<file path="config.mk">
export PLATFORM = sky130hd
export DESIGN_NAME = branch_resolve_predict
export DESIGN_NICKNAME = d
export VERILOG_FILES = /design/src/rtl/branch_resolve_predict_pkg.sv /design/src/rtl/branch_resolve_predict_sat_counter2.sv /design/src/rtl/branch_resolve_predict.sv
export SDC_FILE = /design/constraint.sdc
export NUM_CORES = 1
export LEC_CHECK = 0
export BUFFER_PORTS_ARGS = -buffer_cell sky130_fd_sc_hd__buf_2
export CORE_AREA = 2 2 117 119
export CTS_CLUSTER_DIAMETER = 120
export DETAILED_ROUTE_END_ITERATION = 7
export DIE_AREA = 0 0 119 121
export GPL_TIMING_DRIVEN = 0
export RECOVER_POWER = 25
export SYNTH_ARGS = -nofsm -noshare
export SYNTH_HDL_FRONTEND = slang
export SYNTH_SLANG_ARGS = --single-unit
export TNS_END_PERCENT = 20
</file>
<file path="constraint.sdc">
create_clock -name clk -period 3.1 [get_ports clk]
set_clock_uncertainty 0.15 [all_clocks]
set_input_delay 0.465 -clock clk [delete_from_list [all_inputs] [get_ports clk]]
set_output_delay 0.465 -clock clk [all_outputs]
set_load 0.02 [all_outputs]
</file>
<file path="src/rtl/branch_resolve_predict_pkg.sv">
// Shared encodings for the branch resolve / predict unit: next-PC select codes,
// jump and branch type codes, and the BHT counter reset value.
package branch_resolve_predict_pkg;

   typedef enum logic [1:0] {
      PcSrc4      = 2'd0,
      PcSrcImm    = 2'd1,
      PcSrcRegImm = 2'd2,
      PcSrcEx4    = 2'd3
   } pc_src_e;

   typedef enum logic [1:0] {
      JumpNone = 2'd0,
      JumpJal  = 2'd1,
      JumpJalr = 2'd2
   } jump_e;

   typedef enum logic [2:0] {
      BranchNone = 3'd0,
      BranchBeq  = 3'd1,
      BranchBne  = 3'd2,
      BranchBlt  = 3'd3,
      BranchBge  = 3'd4
   } branch_e;

   // Weakly not-taken.
   localparam logic [1:0] BhtResetVal = 2'b01;

endpackage

</file>
<file path="src/rtl/branch_resolve_predict_sat_counter2.sv">
// 2-bit up/down saturating counter with enable; one BHT entry.
module sat_counter2 #(
   parameter logic [1:0] ResetVal = 2'b01
) (
   input  logic       clk,
   input  logic       rst_n,
   input  logic       en_i,
   input  logic       up_i,
   output logic [1:0] cnt_o
);

   logic [1:0] cnt_d, cnt_q;

   always_comb begin
      cnt_d = cnt_q;
      if (en_i) begin
         if (up_i) begin
            if (cnt_q != 2'b11) cnt_d = cnt_q + 2'd1;
         end else begin
            if (cnt_q != 2'b00) cnt_d = cnt_q - 2'd1;
         end
      end
   end

   always_ff @(posedge clk or negedge rst_n) begin
      if (!rst_n) begin
         cnt_q <= ResetVal;
      end else begin
         cnt_q <= cnt_d;
      end
   end

   assign cnt_o = cnt_q;

endmodule

</file>
<file path="src/rtl/branch_resolve_predict.sv">
// Resolves EX branches/jumps into a next-PC select and flush, trains a BHT of
// 2-bit counters read by ID, and counts resolved and mispredicted branches.
module branch_resolve_predict
   import branch_resolve_predict_pkg::*;
#(
   parameter int unsigned XLEN        = 32,
   parameter int unsigned BHT_ENTRIES = 16,
   parameter int unsigned IDX_LSB     = 2,
   parameter int unsigned PERF_W      = 32
) (
   input  logic              clk,
   input  logic              rst_n,
   input  logic [XLEN-1:0]   id_pc,
   output logic              id_pred_taken,
   input  logic              ex_valid,
   input  logic              ex_stall,
   input  logic [XLEN-1:0]   ex_pc,
   input  logic [1:0]        ex_jump,
   input  logic [2:0]        ex_branch,
   input  logic              ex_zero,
   input  logic              ex_neg,
   input  logic              ex_pred_taken,
   output logic [1:0]        pc_src,
   output logic              flush,
   output logic [PERF_W-1:0] perf_branches,
   output logic [PERF_W-1:0] perf_mispredicts
);

   localparam int unsigned IdxW = $clog2(BHT_ENTRIES);

   logic [IdxW-1:0]        id_idx;
   logic [IdxW-1:0]        ex_idx;
   logic [1:0]             bht_cnt [BHT_ENTRIES];
   logic [BHT_ENTRIES-1:0] bht_en;

   logic ex_go;
   logic is_jump;
   logic br_valid;
   logic br_taken;
   logic upd;

   logic [PERF_W-1:0] perf_branches_d, perf_branches_q;
   logic [PERF_W-1:0] perf_mispredicts_d, perf_mispredicts_q;

   assign id_idx = id_pc[IDX_LSB +: IdxW];
   assign ex_idx = ex_pc[IDX_LSB +: IdxW];

   // PC bits outside the index field are intentionally ignored.
   logic unused_pc;
   assign unused_pc = ^{id_pc, ex_pc};

   assign ex_go   = ex_valid && !ex_stall;
   assign is_jump = (ex_jump == JumpJal) || (ex_jump == JumpJalr);

   always_comb begin
      br_valid = 1'b1;
      br_taken = 1'b0;
      case (ex_branch)
         BranchBeq: br_taken = ex_zero;
         BranchBne: br_taken = !ex_zero;
         BranchBlt: br_taken = ex_neg;
         BranchBge: br_taken = !ex_neg;
         default:   br_valid = 1'b0;
      endcase
   end

   // Jumps take priority and never train the predictor.
   assign upd = ex_go && br_valid && !is_jump;

   always_comb begin
      pc_src = PcSrc4;
      flush  = 1'b0;
      if (ex_go) begin
         if (ex_jump == JumpJalr) begin
            pc_src = PcSrcRegImm;
            flush  = 1'b1;
         end else if (ex_jump == JumpJal) begin
            pc_src = PcSrcImm;
            flush  = 1'b1;
         end else if (br_valid && br_taken && !ex_pred_taken) begin
            pc_src = PcSrcImm;
            flush  = 1'b1;
         end else if (br_valid && !br_taken && ex_pred_taken) begin
            pc_src = PcSrcEx4;
            flush  = 1'b1;
         end
      end
   end

   for (genvar g = 0; g < BHT_ENTRIES; g++) begin : g_bht
      assign bht_en[g] = upd && (ex_idx == IdxW'(g));

      sat_counter2 #(
         .ResetVal(BhtResetVal)
      ) u_cnt (
         .clk  (clk),
         .rst_n(rst_n),
         .en_i (bht_en[g]),
         .up_i (br_taken),
         .cnt_o(bht_cnt[g])
      );
   end

   // No bypass: a same-cycle update becomes visible after the edge.
   assign id_pred_taken = bht_cnt[id_idx][1];

   always_comb begin
      perf_branches_d    = perf_branches_q;
      perf_mispredicts_d = perf_mispredicts_q;
      if (upd) begin
         if (perf_branches_q != '1) perf_branches_d = perf_branches_q + PERF_W'(1);
         if ((br_taken != ex_pred_taken) && (perf_mispredicts_q != '1)) begin
            perf_mispredicts_d = perf_mispredicts_q + PERF_W'(1);
         end
      end
   end

   always_ff @(posedge clk or negedge rst_n) begin
      if (!rst_n) begin
         perf_branches_q    <= '0;
         perf_mispredicts_q <= '0;
      end else begin
         perf_branches_q    <= perf_branches_d;
         perf_mispredicts_q <= perf_mispredicts_d;
      end
   end

   assign perf_branches    = perf_branches_q;
   assign perf_mispredicts = perf_mispredicts_q;

endmodule

</file>
### Yosys cells after proc, flatten, opt, wreduce, memory -nomap -nowiden

Cells that the tools add are included.
Widths: inputs -> output; s select.

* output and inout port bits: 68
* register bits: 96
* logic and storage cells: 256
* input bits: 76

* $add $sub $neg: 34
* multiplexer cells: 63
* bitwise logic cells: 1
* reduce and logical (&&, ||, !) cells: 83
* eq/ne operators: 56
* magnitude comparators: 1

Operators with widths (number)
* $mux 2: 55
* $add 32x1->32 const B: 2
* $ne 32x32->1 const B: 2
* $reduce_bool 2->1: 32
* $reduce_and 3->1: 16
* $add 2x1->2 const B: 16
* $eq 4x4->1 const B: 8
* $ne 2x1->1 const B: 16
* $ne 2x2->1 const B: 16
* $sub 2x1->2 const B: 16
* $logic_and 1x1->1: 24
* $eq 4x3->1 const B: 4
* $bmux 2 s4: 1
* $eq 4x2->1 const B: 2
* $eq 3x2->1 const B: 2
* $logic_not 1->1: 6
* $mux 1: 6
* $ge 5x5->1 const B: 1
* $not 4->5: 1
* $eq 4x1->1 const B: 1
* $logic_not 4->1: 1
* $pmux 1 s4: 1
* $reduce_and 2->1: 2
* $reduce_or 4->1: 1
* 6 further kinds: 6

### Logic depth before layout (Yosys ltp)

Gate-level depths: netlist of run 1.

* word-level depth: 10
* mapped depth: 12
* gate-level depth less buffers: 8

### Hierarchy

A second synthesis of run 1 with hierarchy kept.

* cell total of the unflattened synthesis: 476
* area total of the unflattened synthesis: 5087.4 um^2

By module, submodules not included
* branch_resolve_predict: cells each 348, instances 1, sequential area each 1601.5 um^2, area an instance 3545.9 um^2
* sat_counter2: cells each 8, instances 16, sequential area each 51.3 um^2, area an instance 96.3 um^2

### Worst setup path after synthesis of run 1

OpenSTA, ideal clock, no wires.

* path type: input -> register
* start point: input ex_branch[1]
* end point: register perf_mispredicts_q[26] (netlist: perf_mispredicts[26])
* setup time: 80 ps
* cell stages on the path: 12
* data required time: 2870 ps
* setup slack: -278 ps
* buffers on the path: 4
* arrival time: 3148 ps
* path through: or4b_1 -> o31ai_1 -> buf_2 -> buf_2 -> buf_2 -> ha_1 -> nor4bb_1 -> and3_1 -> clkbuf_1 -> o211ai_1 -> nor3_1 -> xnor2_1

* cells in the longest elaborated chain, start to end: 6
* elaborated cells between the ends (all ways): 12
* classes of those cells: 5 x eq/ne; 2 x mux; 5 x reduce/logical

RTL lines
* from (decl): RTL line branch_resolve_predict.sv:19 `input logic [2:0] ex_branch,`
* $eq 3x3->1 (tied with other cells): RTL line branch_resolve_predict.sv:58 `case (ex_branch)`
* $reduce_or 4->1 (no source line)
* $mux 1: RTL line branch_resolve_predict.sv:58
* $logic_and 1x1->1 (2 in series): RTL line branch_resolve_predict.sv:68 `assign upd = ex_go && br_valid && !is_jump;`
* $reduce_and 2->1 (no source line) *
* to (signal assigned): RTL line branch_resolve_predict.sv:124 `perf_mispredicts_q <= perf_mispredicts_d;`
* to (decl): RTL line branch_resolve_predict.sv:43 `logic [PERF_W-1:0] perf_mispredicts_d, perf_mispredicts_q;`

Mark *: on every way between the ends. The rest lies on a longest branch, timed or not.
A chain may end at the register's enable or synchronous reset.

### Worst setup path in the final report of run 1

* start point: input ex_branch[0]
* end point: register perf_mispredicts_q[18] (netlist: perf_mispredicts[18])

Same word-level chain as after synthesis.

==> impl_metrics.py, run 1 <==
metrics = {
    "run_status": {
        "outcome": "finished, final reports clean",
    },
    "final_layout": {
        "final_cell_mix": "buf_2 (90), dfrtp_1 (80), xnor2_1 (49)",
        "fin_util_pct": 47.6,
        "num-fill-cells": 1220,
        "final_nets": 710,
        "fin_area_mm2": 0.00623,
        "fin_cells": 810,
        "antenna_cells": 0,
        "seqCellArea_mm2": 0.00242,
        "final_common_cell": "buf_2",
        "syn_to_final_growth_pct": 20.7,
        "layout-drive-gt1-share_pct": 24.9,
        "multi_input_area_mm2": 0.00264,
    },
    "pwr": {
        "power_mw": 2.95,
        "power.density_mw_per_mm2": 474,
        "p_leak_nw": 2.70,
        "peakVddDrop_mv": 0.296,
    },
    "cts": {
        "htreeDepth": 3,
        "cts_sinks": 96,
        "clk_pin_slew_ps": 60,
        "cts_made_buffers": 9,
        "cts_tree": "done",
        "cts_max_path_buffers": 2,
        "clkLatencyLatePin_ps": 340,
        "cts-root-buf": "clkbuf_16",
    },
    "worst_setup_path": {
        "critPathMaxFanout": 19,
        "end_kind": "flip-flop",
        "rrSetupSlack_ps": 700,
        "critPathRequiredTime_ps": 3220,
        "r2r-start": "perf_mispredicts[0]$_DFFE_PN0P_",
        "startpoint": "ex_branch[0]",
        "timing_worst_setup_path_type": "in2reg",
        "cp.arrival_ps": 3070,
        "critPathLaunchType": "input pin",
    },
    "timing": {
        "slew_viol_final": 0,
        "hold_ws_ps": 218,
        "fin_crit_sh_pct": 95.2,
        "tns_ps": 0,
        "max_slew_margin_pct": 18.8,
        "finalWorstSetupSlack_ps": 150,
        "tightest_slew_ps": 1220,
        "setup_viol": 0,
        "hold_viol_final": 0,
        "fmax_mhz": 339,
        "finalCriticalPeriod_ps": 2950,
    },
    "logic_synthesis": {
        "syn_area_mm2": 0.00516,
        "syn_avg_cell_area_um2": 9.76,
        "synth_area_leaders": "dfrtp_1 (39%), xnor2_1 (8.3%), dfstp_2 (8.1%)",
        "ys_async_sr_fraction_pct": 100,
        "yosysSeqAreaShare_pct": 46.9,
        "netlist_instances": 529,
        "synth_fp_nets": 610,
        "synth_edf_count": 0,
        "synthDistinctLibCells": 49,
        "ys_seq_elements": 96,
        "yosys.area.top_type": "dfrtp_1",
        "yosysWarnings": 0,
        "yosysTopAreaCellShare_pct": 38.8,
        "synth_ff_type": "dfrtp_1",
    },
    "global_routing": {
        "track_usage_pct": 18.8,
        "antenna_found_initial": 0,
        "grt_pass1_wl_mm": 21.7,
        "first_global_vias": 4491,
        "grt_max_degree": 50,
        "overflow": 0,
    },
    "route": {
        "wl_per_cell_um": 16.1,
        "routed_via_density": 5.48,
        "vias": 4439,
        "ant_nets": 0,
        "wl_mm": 13.1,
        "drt_pass1_iterations": 5,
        "drc_errors": 0,
        "drt_iter0_drc": 250,
    },
    "place": {
        "place_ws_ps": -670,
        "hpwlAfterDp_mm": 9.40,
        "placed_area_mm2": 0.00589,
        "gp_congestion": 0.870,
        "io_buffers": 87,
        "dp_cells": 793,
    },
    "floorplanning": {
        "coreArea_mm2": 0.0131,
        "rows": 42,
        "die_h_um": 121,
        "fp.dieArea_mm2": 0.0144,
        "io-pin-count": 144,
        "die-width_um": 119,
        "initial_core_util_pct": 39.5,
    },
    "run": {
        "maxCapViolations": 0,
    },
    "min_path": {
        "hold_path_class": "in2async",
    },
}
-- routing by layer --
layer  GRT usage, %  up-vias  part of all wire [%]
met1           24.6     2192                    45
met3           3.81       14                   5.3
met5              0        -                     0
li1               -     2125                     -
met2           30.1      108                    48
met4           8.11        0                   1.5
-- cells by family after synthesis --
family,synth area share [%]
flops,46.9
compound gates,8.89
simple gates,24.6
mux,5.57
xor+xnor,9.50
buf+inv,3.32
fa+ha+maj,1.21
-- power by group --
| group | switching, mW | total (mW) | internal (mW) |
|---|---|---|---|
| Clock | 0.469 | 1.14 | 0.671 |
| Combinational | 0.249 | 0.400 | 0.151 |
| Sequential | 0.0709 | 1.41 | 1.34 |
-- worst max-delay path, cell delays in order --
cell      delay [ps]
buf_2            120
or4b_1           550
o31ai_4          110
buf_6            150
buf_12           140
ha_4             210
nor4bb_4         310
and3_1           200
clkbuf_4         180
o211ai_1          90
buf_4            180
nor3_2           190
xor2_1           160
-- what timing repair did --
action                                  CTS  global route
hold buffers                              0             0
resized for setup                         2             9
pin swaps                                 1             1
buffers inserted                          2             0
endpoints found under the setup margin   24            24
-- registers in the layout, summed over array words and instances, names as in the netlist --
name / count
perf_mispredicts: 32
perf_branches: 32
g_bht.u_cnt.cnt_o: 32
-- synthesized netlist by cell type, types with 9 or more instances --
| library cell | instances |
|---|---|
| o21ai_0 | 38 |
| clkbuf_1 | 9 |
| mux2i_1 | 13 |
| or3_1 | 10 |
| nand4_1 | 29 |
| dfrtp_1 | 80 |
| nand3_1 | 33 |
| a21oi_1 | 40 |
| dfstp_2 | 16 |
| and4_1 | 11 |
| nor3_1 | 25 |
| nand2_1 | 34 |
| inv_1 | 19 |
| xnor2_1 | 49 |
| and3_1 | 14 |
| nor2_1 | 22 |
-- path summary, 6_finish.rpt --
kind / end / cells after the start
setup reg to reg: perf_mispredicts[10]$_DFFE_PN0P_ / 7
hold / removal: g_bht[7].u_cnt.cnt_o[1]$_DFFE_PN0P_ / 1
max in group asynchronous: perf_branches[28]$_DFFE_PN0P_ / 2
hold reg to reg: perf_mispredicts[10]$_DFFE_PN0P_ / 1
setup / recovery: perf_mispredicts[18]$_DFFE_PN0P_ / 13
min in group clk: perf_mispredicts[10]$_DFFE_PN0P_ / 1
-- layout make-up --
cell class	instances	area share, %
Multi-Input combinational cell	394	42.4
Sequential cell	96	38.9
Timing Repair Buffer	90	7.31
Clock buffer	14	4.24
Tap cell	176	3.53
Buffer	19	1.95
Inverter	19	1.14
Clock inverter	2	0.602
Power figures use the tool's default switching activity.
==> inputs of run 2 (changes only) <==
Settings changed: MAX_ROUTING_LAYER set to met4.
==> run 2 against run 1 <==
Fmax is 0.81% higher. Worst hold slack better by 56 ps. Core utilization is 0.13 points lower. Count of clock-buffer cells in the layout is 2 higher. Critical path depth is 1 higher. Die area stayed put. Non-clock buffer count is 1 higher.
==> impl_metrics.py, run 2 (same netlist as run 1, synthesis figures left out) <==
metrics = {
    "run_status": {
        "outcome": "finished, final reports clean",
    },
    "worst_setup_path": {
        "critPathLaunchType": "input pin",
        "rrSetupSlack_ps": 720,
        "r2r-start": "perf_mispredicts[0]$_DFFE_PN0P_",
        "cpLargestDelayFamily": "simple AND/OR/NAND/NOR gates",
        "cp.arrival_ps": 3040,
        "reg2reg_depth": 7,
        "critPathRequiredTime_ps": 3220,
        "crit_buf_inv": 6,
        "r2r-end": "perf_mispredicts[19]$_DFFE_PN0P_",
        "max_stage_delay_ps": 520,
        "path_common_cell": "buf_4",
        "cp_cell_sequence": "buf_2 > or4b_4 > o31ai_4 > buf_6 > buf_12 > ha_4 > nor4bb_4 > and3_1 > clkbuf_4 > o211ai_1 > buf_4 > buf_4 > nor2_1 > xor2_1",
        "end_kind": "flip-flop",
        "cp_slowest_cell": "or4b_4",
        "critPathMaxFanout": 19,
        "timing_worst_setup_path_type": "in2reg",
    },
    "floorplanning": {
        "coreArea_mm2": 0.0131,
        "rows": 42,
        "die-width_um": 119,
        "die_h_um": 121,
        "fp.dieArea_mm2": 0.0144,
        "io-pin-count": 144,
        "initial_core_util_pct": 39.5,
    },
    "route": {
        "drc_errors": 0,
        "drt_iter0_drc": 266,
        "wl_mm": 12.7,
        "routed_via_density": 5.46,
        "ant_nets": 0,
        "vias": 4431,
        "drt_pass1_iterations": 4,
        "top_layer": "met4",
        "met3_length_um": 613,
        "routedLengthMet1_mm": 5.84,
        "dr_wl_met2_mm": 6.11,
        "wl_per_cell_um": 15.6,
    },
    "final_layout": {
        "num-fill-cells": 1241,
        "syn_to_final_growth_pct": 20.4,
        "fin_cells": 811,
        "antenna_cells": 0,
        "layout-drive-gt1-share_pct": 24.6,
        "final_nets": 711,
        "final_cell_mix": "buf_2 (90), dfrtp_1 (80), xnor2_1 (49)",
        "final_common_cell": "buf_2",
    },
    "pwr": {
        "power.density_mw_per_mm2": 463,
        "p_leak_nw": 2.72,
        "peakVddDrop_mv": 0.286,
        "power_mw": 2.88,
    },
    "timing": {
        "setup_viol": 0,
        "rsz0062_at_grt": "false",
        "fin_crit_sh_pct": 94.4,
        "tightest_slew_ps": 1360,
        "fmax_mhz": 342,
        "tns_ps": 0,
        "slew_viol_final": 0,
        "finalCriticalPeriod_ps": 2930,
        "max_slew_margin_pct": 9.16,
        "hold_viol_final": 0,
    },
    "cts": {
        "cts-root-buf": "clkbuf_16",
        "cts_sinks": 96,
        "cts_made_buffers": 9,
        "clkLatencyLatePin_ps": 340,
        "clk_pin_slew_ps": 60,
        "cts_max_path_buffers": 2,
        "cts_tree": "done",
        "cts_hold_buf": 0,
        "htreeDepth": 3,
    },
    "place": {
        "dp_cells": 793,
        "io_buffers": 87,
        "gp_congestion": 0.912,
        "hpwlAfterDp_mm": 9.20,
    },
    "min_path": {
        "hold_path_class": "in2async",
    },
    "run": {
        "maxCapViolations": 0,
    },
    "global_routing": {
        "grt_pass1_wl_mm": 21.7,
        "antenna_found_initial": 0,
        "overflow": 0,
        "first_global_vias": 4340,
        "track_usage_pct": 19.2,
        "grt_max_degree": 55,
    },
}
-- run 2: cell types whose count changed in the layout (fill, tap and decap cells not counted), sizes merged --
cell,change
buf,+1
bufinv,-1
clkbuf,+2
clkinvlp,-1
-- run 2: worst reg2reg max path, cell delays in order, from the launching register on --
cell      delay (ps)
dfrtp_1          420
ha_1             260
and3_1           210
and4_1           220
or3b_1           220
clkbuf_1         410
nand4b_1         200
xnor2_1          160
-- run 2: worst max path at each step --
stage | startpoint | to | slack (ps) | cells past startpoint
after floorplan | ex_neg | perf_mispredicts[18]$_DFFE_PN0P_ | -60 | 12
after CTS | ex_branch[0] | perf_mispredicts[20]$_DFFE_PN0P_ | 80 | 14
after global routing | ex_branch[0] | perf_mispredicts[20]$_DFFE_PN0P_ | 30 | 14
after global placement | ex_branch[0] | perf_mispredicts[18]$_DFFE_PN0P_ | -620 | 13
final | ex_branch[0] | perf_mispredicts[20]$_DFFE_PN0P_ | 170 | 14
after detailed placement | ex_branch[0] | perf_mispredicts[18]$_DFFE_PN0P_ | -720 | 13
-- run 2: per-layer routing --
layer | track usage (%) | vias to the layer above
met3 | 3.38 | 11
li1 | - | 2129
met5 | - | -
met1 | 25.3 | 2188
met4 | 6.92 | 0
met2 | 29.9 | 103
-- run 2: final cells by class --
| type | instances | area (µm²) | share of cell area, % |
|---|---|---|---|
| multi-input combinational | 394 | 2640 | 42.4 |
| buffer | 19 | 121 | 1.95 |
| sequential | 96 | 2420 | 39.0 |
| tap | 176 | 220 | 3.54 |
| clock buffer | 16 | 282 | 4.53 |
| inverter | 19 | 71.3 | 1.15 |
| timing repair buffer | 91 | 463 | 7.45 |
-- run 2: repair_timing --
item	in CTS	in global routing
resized for setup	3	7
setup buffers	3	0
pin swaps	1	2
setup endpoints to repair	25	21
-- run 2: power breakdown --
group	total, mW	switching, mW	leakage (nW)	internal (mW)
clock network	1.07	0.454	0.137	0.612
logic	0.399	0.247	1.39	0.152
registers	1.41	0.0706	1.19	1.34
total	2.88	0.772	2.72	2.11
-- run 2: stage by stage --
stage                     area [µm²]  setup WS [ps]  utilization, %  hold slack, ps
final                           6210            174            47.5             274
after floorplan                 5210          -61.9               -            19.4
after global placement          5860           -617            44.8             326
after global routing            6210           27.2            47.5             362
after detailed placement        5890           -722            45.0             325
after CTS                       6200           81.3            47.4            57.4
